===== config.mk =====
export PLATFORM = sky130hd
export DESIGN_NAME = mem_lsu_flat
export DESIGN_NICKNAME = d
export VERILOG_FILES = /design/src/rtl/mem_lsu_pkg.sv /design/src/rtl/mem_lsu_if.sv /design/src/rtl/mem_lsu_align.sv /design/src/rtl/mem_lsu.sv /design/src/flat_wrapper.sv
export SDC_FILE = /design/constraint.sdc
export NUM_CORES = 1
export LEC_CHECK = 0
export ABC_AREA = 1
export CORE_ASPECT_RATIO = 1.5
export CORE_MARGIN = 3
export CORE_UTILIZATION = 45
export CTS_BUF_LIST = sky130_fd_sc_hd__clkbuf_8
export DETAILED_ROUTE_END_ITERATION = 10
export HOLD_SLACK_MARGIN = 0.02
export PLACE_DENSITY = 0.9
export SETUP_SLACK_MARGIN = 0.1
export SLEW_MARGIN = 20
export SYNTH_ARGS = -nofsm -noshare
export SYNTH_HDL_FRONTEND = slang
export SYNTH_SLANG_ARGS = --single-unit

===== constraint.sdc =====
create_clock -name clk -period 5.06 [get_ports clk]
set_clock_uncertainty 0.2 [all_clocks]
set_input_delay 0.506 -clock clk [delete_from_list [all_inputs] [get_ports clk]]
set_output_delay 0.506 -clock clk [all_outputs]
set_load 0.01 [all_outputs]

===== src/rtl/mem_lsu_pkg.sv =====
// Shared constants and types for the load/store unit: funct3 codes, FSM states
// and the access-size decode used by both the lane aligner and the FSM.
package mem_lsu_pkg;

    localparam logic [2:0] F3_LB  = 3'd0;
    localparam logic [2:0] F3_LH  = 3'd1;
    localparam logic [2:0] F3_LW  = 3'd2;
    localparam logic [2:0] F3_LBU = 3'd4;
    localparam logic [2:0] F3_LHU = 3'd5;
    localparam logic [2:0] F3_SB  = 3'd0;
    localparam logic [2:0] F3_SH  = 3'd1;
    localparam logic [2:0] F3_SW  = 3'd2;

    typedef enum logic {
        LSU_IDLE = 1'b0,
        LSU_BUSY = 1'b1
    } lsu_state_e;

    typedef enum logic [1:0] {
        SZ_B = 2'd0,
        SZ_H = 2'd1,
        SZ_W = 2'd2
    } acc_size_e;

    // Undefined load/store encodings collapse to a full-word access.
    function automatic acc_size_e access_size(input logic [2:0] f3, input logic is_store);
        acc_size_e sz;
        sz = SZ_W;
        if (is_store) begin
            case (f3)
                F3_SB:   sz = SZ_B;
                F3_SH:   sz = SZ_H;
                F3_SW:   sz = SZ_W;
                default: sz = SZ_W;
            endcase
        end else begin
            case (f3)
                F3_LB, F3_LBU: sz = SZ_B;
                F3_LH, F3_LHU: sz = SZ_H;
                F3_LW:         sz = SZ_W;
                default:       sz = SZ_W;
            endcase
        end
        return sz;
    endfunction

endpackage


===== src/rtl/mem_lsu_if.sv =====
// Word-aligned data-bus with a req/ack handshake between the LSU (master)
// and memory (slave).
interface mem_lsu_if;
    logic        bus_req_o;
    logic        bus_we_o;
    logic [31:0] bus_addr_o;
    logic [31:0] bus_wdata_o;
    logic [3:0]  bus_wstrb_o;
    logic [31:0] bus_rdata_i;
    logic        bus_ack_i;

    modport master (
        output bus_req_o, bus_we_o, bus_addr_o, bus_wdata_o, bus_wstrb_o,
        input  bus_rdata_i, bus_ack_i
    );

    modport slave (
        input  bus_req_o, bus_we_o, bus_addr_o, bus_wdata_o, bus_wstrb_o,
        output bus_rdata_i, bus_ack_i
    );
endinterface


===== src/rtl/mem_lsu_align.sv =====
// Combinational lane logic: store data replication and strobes, load lane
// extraction with sign/zero extension, and misalignment detection.
module lsu_align
    import mem_lsu_pkg::*;
(
    input  logic [2:0]  funct3_i,
    input  logic [1:0]  offset_i,
    input  logic        is_store_i,
    input  logic [31:0] sdata_i,
    input  logic [31:0] rdata_i,
    output logic [31:0] wdata_o,
    output logic [3:0]  wstrb_o,
    output logic [31:0] ldata_o,
    output logic        misalign_o
);

    logic [7:0]  rbyte [4];
    logic [7:0]  sel_byte;
    logic [15:0] sel_half;
    acc_size_e   size;

    genvar gi;
    generate
        for (gi = 0; gi < 4; gi++) begin : g_lane
            assign rbyte[gi] = rdata_i[8*gi +: 8];
        end
    endgenerate

    assign size     = access_size(funct3_i, is_store_i);
    assign sel_byte = rbyte[offset_i];
    assign sel_half = offset_i[1] ? rdata_i[31:16] : rdata_i[15:0];

    always_comb begin
        wdata_o    = sdata_i;
        wstrb_o    = 4'b0000;
        ldata_o    = rdata_i;
        misalign_o = 1'b0;

        case (size)
            SZ_B:    misalign_o = 1'b0;
            SZ_H:    misalign_o = offset_i[0];
            default: misalign_o = |offset_i;
        endcase

        if (is_store_i) begin
            case (size)
                SZ_B: begin
                    wdata_o = {4{sdata_i[7:0]}};
                    wstrb_o = 4'b0001 << offset_i;
                end
                SZ_H: begin
                    wdata_o = {2{sdata_i[15:0]}};
                    wstrb_o = 4'b0011 << offset_i;
                end
                default: begin
                    wdata_o = sdata_i;
                    wstrb_o = 4'b1111;
                end
            endcase
        end

        case (funct3_i)
            F3_LB:   ldata_o = {{24{sel_byte[7]}}, sel_byte};
            F3_LBU:  ldata_o = {24'd0, sel_byte};
            F3_LH:   ldata_o = {{16{sel_half[15]}}, sel_half};
            F3_LHU:  ldata_o = {16'd0, sel_half};
            F3_LW:   ldata_o = rdata_i;
            default: ldata_o = rdata_i;
        endcase
    end

endmodule


===== src/rtl/mem_lsu.sv =====
// Load/store stage: turns execute-stage memory requests into one bus
// transaction each, stalls until ack, and registers the write-back fields.
module mem_lsu
    import mem_lsu_pkg::*;
(
    input  logic        clk,
    input  logic        rst,
    input  logic [31:0] inst_i,
    input  logic        mem_r_ena_i,
    input  logic        mem_w_ena_i,
    input  logic [31:0] mem_r_addr_i,
    input  logic [31:0] mem_w_addr_i,
    input  logic        reg_w_ena_i,
    input  logic [4:0]  reg_w_addr_i,
    input  logic [31:0] reg_w_data_i,
    mem_lsu_if.master   bus,
    output logic        stall_o,
    output logic        misalign_o,
    output logic        reg_w_ena_o,
    output logic [4:0]  reg_w_addr_o,
    output logic [31:0] reg_w_data_o
);

    lsu_state_e  state_q, state_d;
    logic [31:0] haddr_q, haddr_d;
    logic        hwe_q, hwe_d;
    logic [31:0] hwdata_q, hwdata_d;
    logic [3:0]  hwstrb_q, hwstrb_d;
    logic [2:0]  hfunct3_q, hfunct3_d;
    logic [4:0]  hrd_q, hrd_d;
    logic [1:0]  hoff_q, hoff_d;
    logic        misalign_q, misalign_d;
    logic        wb_ena_q, wb_ena_d;
    logic [4:0]  wb_addr_q, wb_addr_d;
    logic [31:0] wb_data_q, wb_data_d;

    logic        mem_op;
    logic        busy;
    logic [31:0] req_addr;
    logic [2:0]  al_funct3;
    logic [1:0]  al_off;
    logic        al_store;
    logic [31:0] al_wdata;
    logic [3:0]  al_wstrb;
    logic [31:0] al_ldata;
    logic        al_mis;
    logic        unused_inst;

    assign unused_inst = ^{inst_i[31:15], inst_i[11:0]};

    assign mem_op   = mem_r_ena_i | mem_w_ena_i;
    assign busy     = (state_q == LSU_BUSY);
    assign req_addr = mem_w_ena_i ? mem_w_addr_i : mem_r_addr_i;

    // Once BUSY the aligner must see only the latched copy of the request.
    assign al_funct3 = busy ? hfunct3_q : inst_i[14:12];
    assign al_off    = busy ? hoff_q    : req_addr[1:0];
    assign al_store  = busy ? hwe_q     : mem_w_ena_i;

    lsu_align u_align (
        .funct3_i   (al_funct3),
        .offset_i   (al_off),
        .is_store_i (al_store),
        .sdata_i    (reg_w_data_i),
        .rdata_i    (bus.bus_rdata_i),
        .wdata_o    (al_wdata),
        .wstrb_o    (al_wstrb),
        .ldata_o    (al_ldata),
        .misalign_o (al_mis)
    );

    always_comb begin
        state_d    = state_q;
        haddr_d    = haddr_q;
        hwe_d      = hwe_q;
        hwdata_d   = hwdata_q;
        hwstrb_d   = hwstrb_q;
        hfunct3_d  = hfunct3_q;
        hrd_d      = hrd_q;
        hoff_d     = hoff_q;
        misalign_d = 1'b0;
        wb_ena_d   = wb_ena_q;
        wb_addr_d  = wb_addr_q;
        wb_data_d  = wb_data_q;
        stall_o    = 1'b0;

        case (state_q)
            LSU_IDLE: begin
                if (!mem_op) begin
                    wb_ena_d  = reg_w_ena_i && (reg_w_addr_i != 5'd0);
                    wb_addr_d = reg_w_addr_i;
                    wb_data_d = reg_w_data_i;
                end else if (al_mis) begin
                    misalign_d = 1'b1;
                    wb_ena_d   = 1'b0;
                end else begin
                    stall_o   = 1'b1;
                    wb_ena_d  = 1'b0;
                    state_d   = LSU_BUSY;
                    haddr_d   = {req_addr[31:2], 2'b00};
                    hwe_d     = mem_w_ena_i;
                    hwdata_d  = al_wdata;
                    hwstrb_d  = al_wstrb;
                    hfunct3_d = inst_i[14:12];
                    hrd_d     = reg_w_addr_i;
                    hoff_d    = req_addr[1:0];
                end
            end
            LSU_BUSY: begin
                if (bus.bus_ack_i) begin
                    state_d = LSU_IDLE;
                    if (!hwe_q) begin
                        wb_ena_d  = (hrd_q != 5'd0);
                        wb_addr_d = hrd_q;
                        wb_data_d = al_ldata;
                    end else begin
                        wb_ena_d = 1'b0;
                    end
                end else begin
                    stall_o  = 1'b1;
                    wb_ena_d = 1'b0;
                end
            end
            default: state_d = LSU_IDLE;
        endcase
    end

    always_ff @(posedge clk) begin
        if (rst) begin
            state_q    <= LSU_IDLE;
            haddr_q    <= '0;
            hwe_q      <= 1'b0;
            hwdata_q   <= '0;
            hwstrb_q   <= '0;
            hfunct3_q  <= '0;
            hrd_q      <= '0;
            hoff_q     <= '0;
            misalign_q <= 1'b0;
            wb_ena_q   <= 1'b0;
            wb_addr_q  <= '0;
            wb_data_q  <= '0;
        end else begin
            state_q    <= state_d;
            haddr_q    <= haddr_d;
            hwe_q      <= hwe_d;
            hwdata_q   <= hwdata_d;
            hwstrb_q   <= hwstrb_d;
            hfunct3_q  <= hfunct3_d;
            hrd_q      <= hrd_d;
            hoff_q     <= hoff_d;
            misalign_q <= misalign_d;
            wb_ena_q   <= wb_ena_d;
            wb_addr_q  <= wb_addr_d;
            wb_data_q  <= wb_data_d;
        end
    end

    assign bus.bus_req_o   = busy;
    assign bus.bus_we_o    = hwe_q;
    assign bus.bus_addr_o  = haddr_q;
    assign bus.bus_wdata_o = hwdata_q;
    assign bus.bus_wstrb_o = hwstrb_q;

    assign misalign_o   = misalign_q;
    assign reg_w_ena_o  = wb_ena_q;
    assign reg_w_addr_o = wb_addr_q;
    assign reg_w_data_o = wb_data_q;

endmodule

===== src/flat_wrapper.sv =====
// flat-port wrapper written by rule: the top's interface ports become plain ports
module mem_lsu_flat import mem_lsu_pkg::*;
  (clk, rst, inst_i, mem_r_ena_i, mem_w_ena_i, mem_r_addr_i, mem_w_addr_i, reg_w_ena_i, reg_w_addr_i, reg_w_data_i, stall_o, misalign_o, reg_w_ena_o, reg_w_addr_o, reg_w_data_o, bus_bus_req_o, bus_bus_we_o, bus_bus_addr_o, bus_bus_wdata_o, bus_bus_wstrb_o, bus_bus_rdata_i, bus_bus_ack_i);
  mem_lsu_if bus_i ();
  input  logic clk;
  input  logic rst;
  input  logic [31:0] inst_i;
  input  logic mem_r_ena_i;
  input  logic mem_w_ena_i;
  input  logic [31:0] mem_r_addr_i;
  input  logic [31:0] mem_w_addr_i;
  input  logic reg_w_ena_i;
  input  logic [4:0] reg_w_addr_i;
  input  logic [31:0] reg_w_data_i;
  output logic stall_o;
  output logic misalign_o;
  output logic reg_w_ena_o;
  output logic [4:0] reg_w_addr_o;
  output logic [31:0] reg_w_data_o;
  output wire logic [$bits(bus_i.bus_req_o)-1:0] bus_bus_req_o;
  output wire logic [$bits(bus_i.bus_we_o)-1:0] bus_bus_we_o;
  output wire logic [$bits(bus_i.bus_addr_o)-1:0] bus_bus_addr_o;
  output wire logic [$bits(bus_i.bus_wdata_o)-1:0] bus_bus_wdata_o;
  output wire logic [$bits(bus_i.bus_wstrb_o)-1:0] bus_bus_wstrb_o;
  input wire logic [$bits(bus_i.bus_rdata_i)-1:0] bus_bus_rdata_i;
  input wire logic [$bits(bus_i.bus_ack_i)-1:0] bus_bus_ack_i;
  assign bus_bus_req_o = bus_i.bus_req_o;
  assign bus_bus_we_o = bus_i.bus_we_o;
  assign bus_bus_addr_o = bus_i.bus_addr_o;
  assign bus_bus_wdata_o = bus_i.bus_wdata_o;
  assign bus_bus_wstrb_o = bus_i.bus_wstrb_o;
  assign bus_i.bus_rdata_i = bus_bus_rdata_i;
  assign bus_i.bus_ack_i = bus_bus_ack_i;
  mem_lsu u_core (.clk(clk), .rst(rst), .inst_i(inst_i), .mem_r_ena_i(mem_r_ena_i), .mem_w_ena_i(mem_w_ena_i), .mem_r_addr_i(mem_r_addr_i), .mem_w_addr_i(mem_w_addr_i), .reg_w_ena_i(reg_w_ena_i), .reg_w_addr_i(reg_w_addr_i), .reg_w_data_i(reg_w_data_i), .bus(bus_i), .stall_o(stall_o), .misalign_o(misalign_o), .reg_w_ena_o(reg_w_ena_o), .reg_w_addr_o(reg_w_addr_o), .reg_w_data_o(reg_w_data_o));
endmodule

==> flow_summary.toml, run 1 <==
[status]
status = "completed"

[power]
powerDensity_nw_per_um2 = 392
ir_drop_mv = 0.198
p_leak_uw = 0.00379

[placed_design]
place_area_um2 = 8570
gp_congestion = 0.948
place_ws_ns = 0.744
io_buffer_count = 249
hpwl_mm = 16.2

[setup_path]
slowest_delay_ns = 0.57
crit_fanout = 39
worstPathCellList = "clkdlybuf4s50_1, buf_4, inv_2, nand2_1, nand3_1, nand2_1, nand2_1, nand2_1, nand3_4, nand2_1, clkdlybuf4s50_1"
crit_path_frequent_cell = "nand2_1"
critical-path-top-delay-family = "buffers and inverters"
cp_slowest_cell = "clkdlybuf4s50_1"
crit_path_end_kind = "output pin"
critPathBufInv = 4
criticalPathCategory = "in -> out"
start_kind = "primary input"
critPathRequiredTime_ns = 4.35
critical_path_arrival_ns = 3.63

[yosys]
synth_seq_cells = 117
synth_top_family_by_area = "simple AND/OR/NAND/NOR gates"
synth-edff-count = 0
synth_top_area_share_pct = 38.3
syn_inst = 980
yosysTopAreaCell = "dfxtp_1"
synthSimpleGateAreaFrac_pct = 34.7
synth_adder_area_share_pct = 0
netlist_top_cells_count = "408 x nand2_1, 157 x a21oi_1, 117 x dfxtp_1"
synthTopCellsByArea = "dfxtp_1 38%, nand2_1 25%, a21oi_1 13%"
muxShareOfSynthArea_pct = 0
synth_xor_area_share_pct = 0
synth.most_common_cell = "nand2_1"
synth_compound_area_share_pct = 18.3
ys.flop_type = "dfxtp_1"
synth.cell_area_um2 = 6110
synth.distinct_cells = 30
syn_area_per_cell_um2 = 6.23
ys_seq_area_share_pct = 38.3
yosys_warnings = 0
synthArstFlopShare_pct = 0

[drt]
remaining_drc_errors = 0
postRouteWirelength_mm = 21.7
drtAntennaViolNets = 0
vias_per_cell = 5.35
wl_per_cell_um = 15.9
firstDrtPassIters = 7
drtIter0Drc = 443
via_count = 7314

[clock_network]
post_cts_buffers = 0
post_cts_resized = 0
cts.reportedPaths.clkPinSlew_ns = 0.07
clockRootBuffer = "clkbuf_8"
cts_sinks = 117
cts_buffers = 17
cts_hold_buf = 0
clock_latency_ns = 0.44
cts_tree = "built"
clk_path_buf_depth = 2
h-tree-depth = 4

[floorplanning]
ios = 281
initial_core_util_pct = 46.5
rows = 51
core_um2 = 13100
die_h_um = 149
dieArea_um2 = 15000
die_w_um = 101

[job]
cap_violations = 0

[global_route]
grt_pass1_wl_mm = 34.1
antenna_found_initial = 1
grt_max_degree = 95
grt-ovfl-total = 0
grt_use_total_pct = 28.7
grt_pass1_vias = 6813

[timing]
relSlewSlack_pct = 29.5
slew_violations = 0
hold_viol = 0
rsz0062_at_grt = "false"
tns_ns = 0
fin_crit_sh_pct = 85.6
worst_pin_slew_ns = 1.06
setup_ws_ns = 0.728
post-route-min-period_ns = 4.33
fin_worst_hold_slack_ns = 0.263
setup_viol = 0
fmax_mhz = 231

[final_layout]
final_nets = 1364
syn_to_final_growth_pct = 46.4
drive_gt1_share_pct = 4.56
final_util_pct = 68.1
finalInstanceArea_um2 = 8950

[hold_path]
hold_path_class = "reg -> reg"
## logic make-up (layout without fill, tap and decap cells)
logic type / Yosys count / in the layout
and+or+nand+nor: 528 / 528
other: 1 / 3
AOI/OAI and AO/OA: 213 / 213
DFF: 117 / 117
buffers and inverters: 121 / 346
## worst paths after layout
path / startpoint / to / slack [ns] / cells after the start
min reg2reg: u_core.bus.bus_addr_o[27] / u_core.bus.bus_addr_o[27] / 0.26 / 2
max: mem_w_ena_i / stall_o / 0.73 / 11
min: u_core.bus.bus_addr_o[27] / u_core.bus.bus_addr_o[27] / 0.26 / 2
max reg2reg: u_core.hfunct3_q[1] / u_core.bus.bus_addr_o[5] / 1.46 / 11
## registers in the layout, indices dropped and copies added, names as in the netlist, 2 cells and up
name and flops:
u_core.bus.bus_wdata_o 32, u_core.reg_w_data_o 32, u_core.bus.bus_addr_o 30, u_core.hrd_q 5
u_core.reg_w_addr_o 5, u_core.bus.bus_wstrb_o 4, u_core.hfunct3_q 3, u_core.hoff_q 2
## layout make-up
class,instances,area [um^2]
Fill cell,1125,4200
Multi-Input combinational cell,743,3250
Timing Repair Buffer,257,2560
Sequential cell,117,2340
Clock buffer,18,248
Inverter,57,214
Tap cell,159,199
Clock inverter,14,129
Antenna cell,1,2.50
## placed cells by master, fill, tap and decap left out, drive strengths merged
cell,netlist,layout
or2,2,2
clkinv,0,7
conb,1,2
clkdlybuf4s50,0,248
buf,30,9
o21bai,7,7
nand3,60,60
dfxtp,117,117
o41ai,1,1
clkbuf,34,18
diode,0,1
clkinvlp,0,2
a31oi,5,5
nand4,2,2
bufinv,0,1
nand3b,5,5
o21ai,34,34
o211ai,9,9
inv,57,61
a21oi,157,157
nor3,1,1
nor2,48,48
nand2,410,410
## where the power goes
part	internal (uW)	switching (uW)
logic	637	840
clock network	405	423
registers	1100	104
## per-layer routing
metal  global-route usage [%]  vias up  part of all wire [%]
met4                     16.2        0                   6.0
li1                         -     3577                     -
met1                     32.6     3250                    36
met2                     47.2      397                    49
met5                        0        -                     0
met3                     8.54       90                   9.7
## tightest hold or removal path, cell delays in order (launching register included)
cell     delay (ns)
dfxtp_1        0.31
nand2_1        0.06
a21oi_1        0.05
## metrics by stage
stage               power [uW]  instances
floorplan                 2060        981
finish                    3500       1366
detailed placement        2680       1333
CTS                       3510       1365
global placement          2660       1333
global route              3720       1366
Power figures use the tool's default switching activity.
==> run 2: changes to the inputs <==
--- a/config.mk
+++ b/config.mk
@@ -7,7 +7,7 @@
 export LEC_CHECK = 0
 export ABC_AREA = 1
 export CORE_ASPECT_RATIO = 1.5
-export CORE_MARGIN = 3
+export CORE_MARGIN = 2
 export CORE_UTILIZATION = 45
 export CTS_BUF_LIST = sky130_fd_sc_hd__clkbuf_8
 export DETAILED_ROUTE_END_ITERATION = 10
==> flow_summary.toml, run 2 (synthesis results as in run 1) <==
[final_layout]
final_common_cell = "nand2_1"
drive_gt1_share_pct = 4.64
final_nets = 1364
final_util_pct = 66.8
final_cell_mix = "408 x nand2_1, 248 x clkdlybuf4s50_1, 157 x a21oi_1, 117 x dfxtp_1, 57 x nand3_1"
n_antenna_cell = 0
syn_to_final_growth_pct = 46.6

[floorplanning]
die_w_um = 99.1
rows = 52
dieArea_um2 = 14500
initial_core_util_pct = 45.6
ios = 281
core_um2 = 13400
die_h_um = 147

[timing]
setup_viol = 0
rsz0062_at_grt = "false"
fin_crit_sh_pct = 84.3
worst_pin_slew_ns = 1.03
relSlewSlack_pct = 31.1
hold_viol = 0
fmax_mhz = 234
tns_ns = 0
post-route-min-period_ns = 4.27
slew_violations = 0

[drt]
drtAntennaViolNets = 0
remaining_drc_errors = 0
wl_per_cell_um = 16.0
vias_per_cell = 5.39
firstDrtPassIters = 5
via_count = 7378
postRouteWirelength_mm = 21.9
drtIter0Drc = 676

[placed_design]
io_buffer_count = 249
hpwl_mm = 16.0
gp_congestion = 0.948

[hold_path]
hold_path_class = "reg -> reg"

[clock_network]
cts_buffers = 17
cts_hold_buf = 0
post_cts_resized = 0
cts_sinks = 117
clock_latency_ns = 0.44
clk_path_buf_depth = 2
h-tree-depth = 4
cts_tree = "built"
cts.reportedPaths.clkPinSlew_ns = 0.08
post_cts_buffers = 0
clockRootBuffer = "clkbuf_8"

[power]
powerDensity_nw_per_um2 = 398
ir_drop_mv = 0.242
p_leak_uw = 0.00380

[setup_path]
criticalPathCategory = "in -> out"
crit_path_end_kind = "output pin"
start_kind = "primary input"
critPathRequiredTime_ns = 4.35
crit_fanout = 39
critical_path_arrival_ns = 3.56

[status]
status = "completed"

[global_route]
grt_pass1_wl_mm = 34.5
grt_use_total_pct = 29.7
grt-ovfl-total = 0
grt_max_degree = 95
grt_pass1_vias = 6959
antenna_found_initial = 0

[job]
cap_violations = 0
## run 2: layout make-up
cell class | count | area (um^2)
repair buffers | 257 | 2550
fillers | 1157 | 4440
well taps | 162 | 203
flip-flops and latches | 117 | 2340
clock inverters | 14 | 153
multi-input cells | 743 | 3250
clock buffers | 18 | 248
inverters | 57 | 214
## run 2: power by group
part / switching (uW) / total (uW) / internal, uW
registers: 105 / 1200 / 1100
logic: 852 / 1480 / 631
clock network: 423 / 879 / 455
## run 2: critical path: stages
cell,delay (ns)
clkdlybuf4s50_1,0.45
buf_4,0.35
inv_2,0.33
nand2_1,0.17
nand3_1,0.11
nand2_1,0.24
nand2_1,0.13
nand2_1,0.15
nand3_4,0.38
nand2_1,0.18
clkdlybuf4s50_1,0.55
## run 2: final timing paths
check,startpoint,end,slack (ns),depth (start not counted)
setup / recovery,mem_w_ena_i,stall_o,0.79,11
hold / removal,u_core.bus.bus_wdata_o[17],u_core.bus.bus_wdata_o[17],0.26,2
setup reg to reg,u_core.hfunct3_q[1],u_core.bus.bus_addr_o[27],1.42,11
hold reg to reg,u_core.bus.bus_wdata_o[17],u_core.bus.bus_wdata_o[17],0.26,2
## run 2: through the flow
stage	instances	worst slack [ns]	power (uW)	instance area, um^2	hold WS, ns
floorplan	981	2.56	2060	6110	0.244
global placement	1336	0.765	2650	8560	0.251
detailed placement	1336	0.737	2680	8560	0.254
CTS	1368	0.740	3550	8960	0.266
global route	1368	0.454	3770	8960	0.277
finish	1368	0.794	3560	8960	0.265
## run 2: metal layers
layer / wire, um / GRT usage, %
met5: 0 / 0
met4: 1520 / 18.7
met3: 2070 / 6.37
met2: 10600 / 49.7
met1: 7760 / 33.9
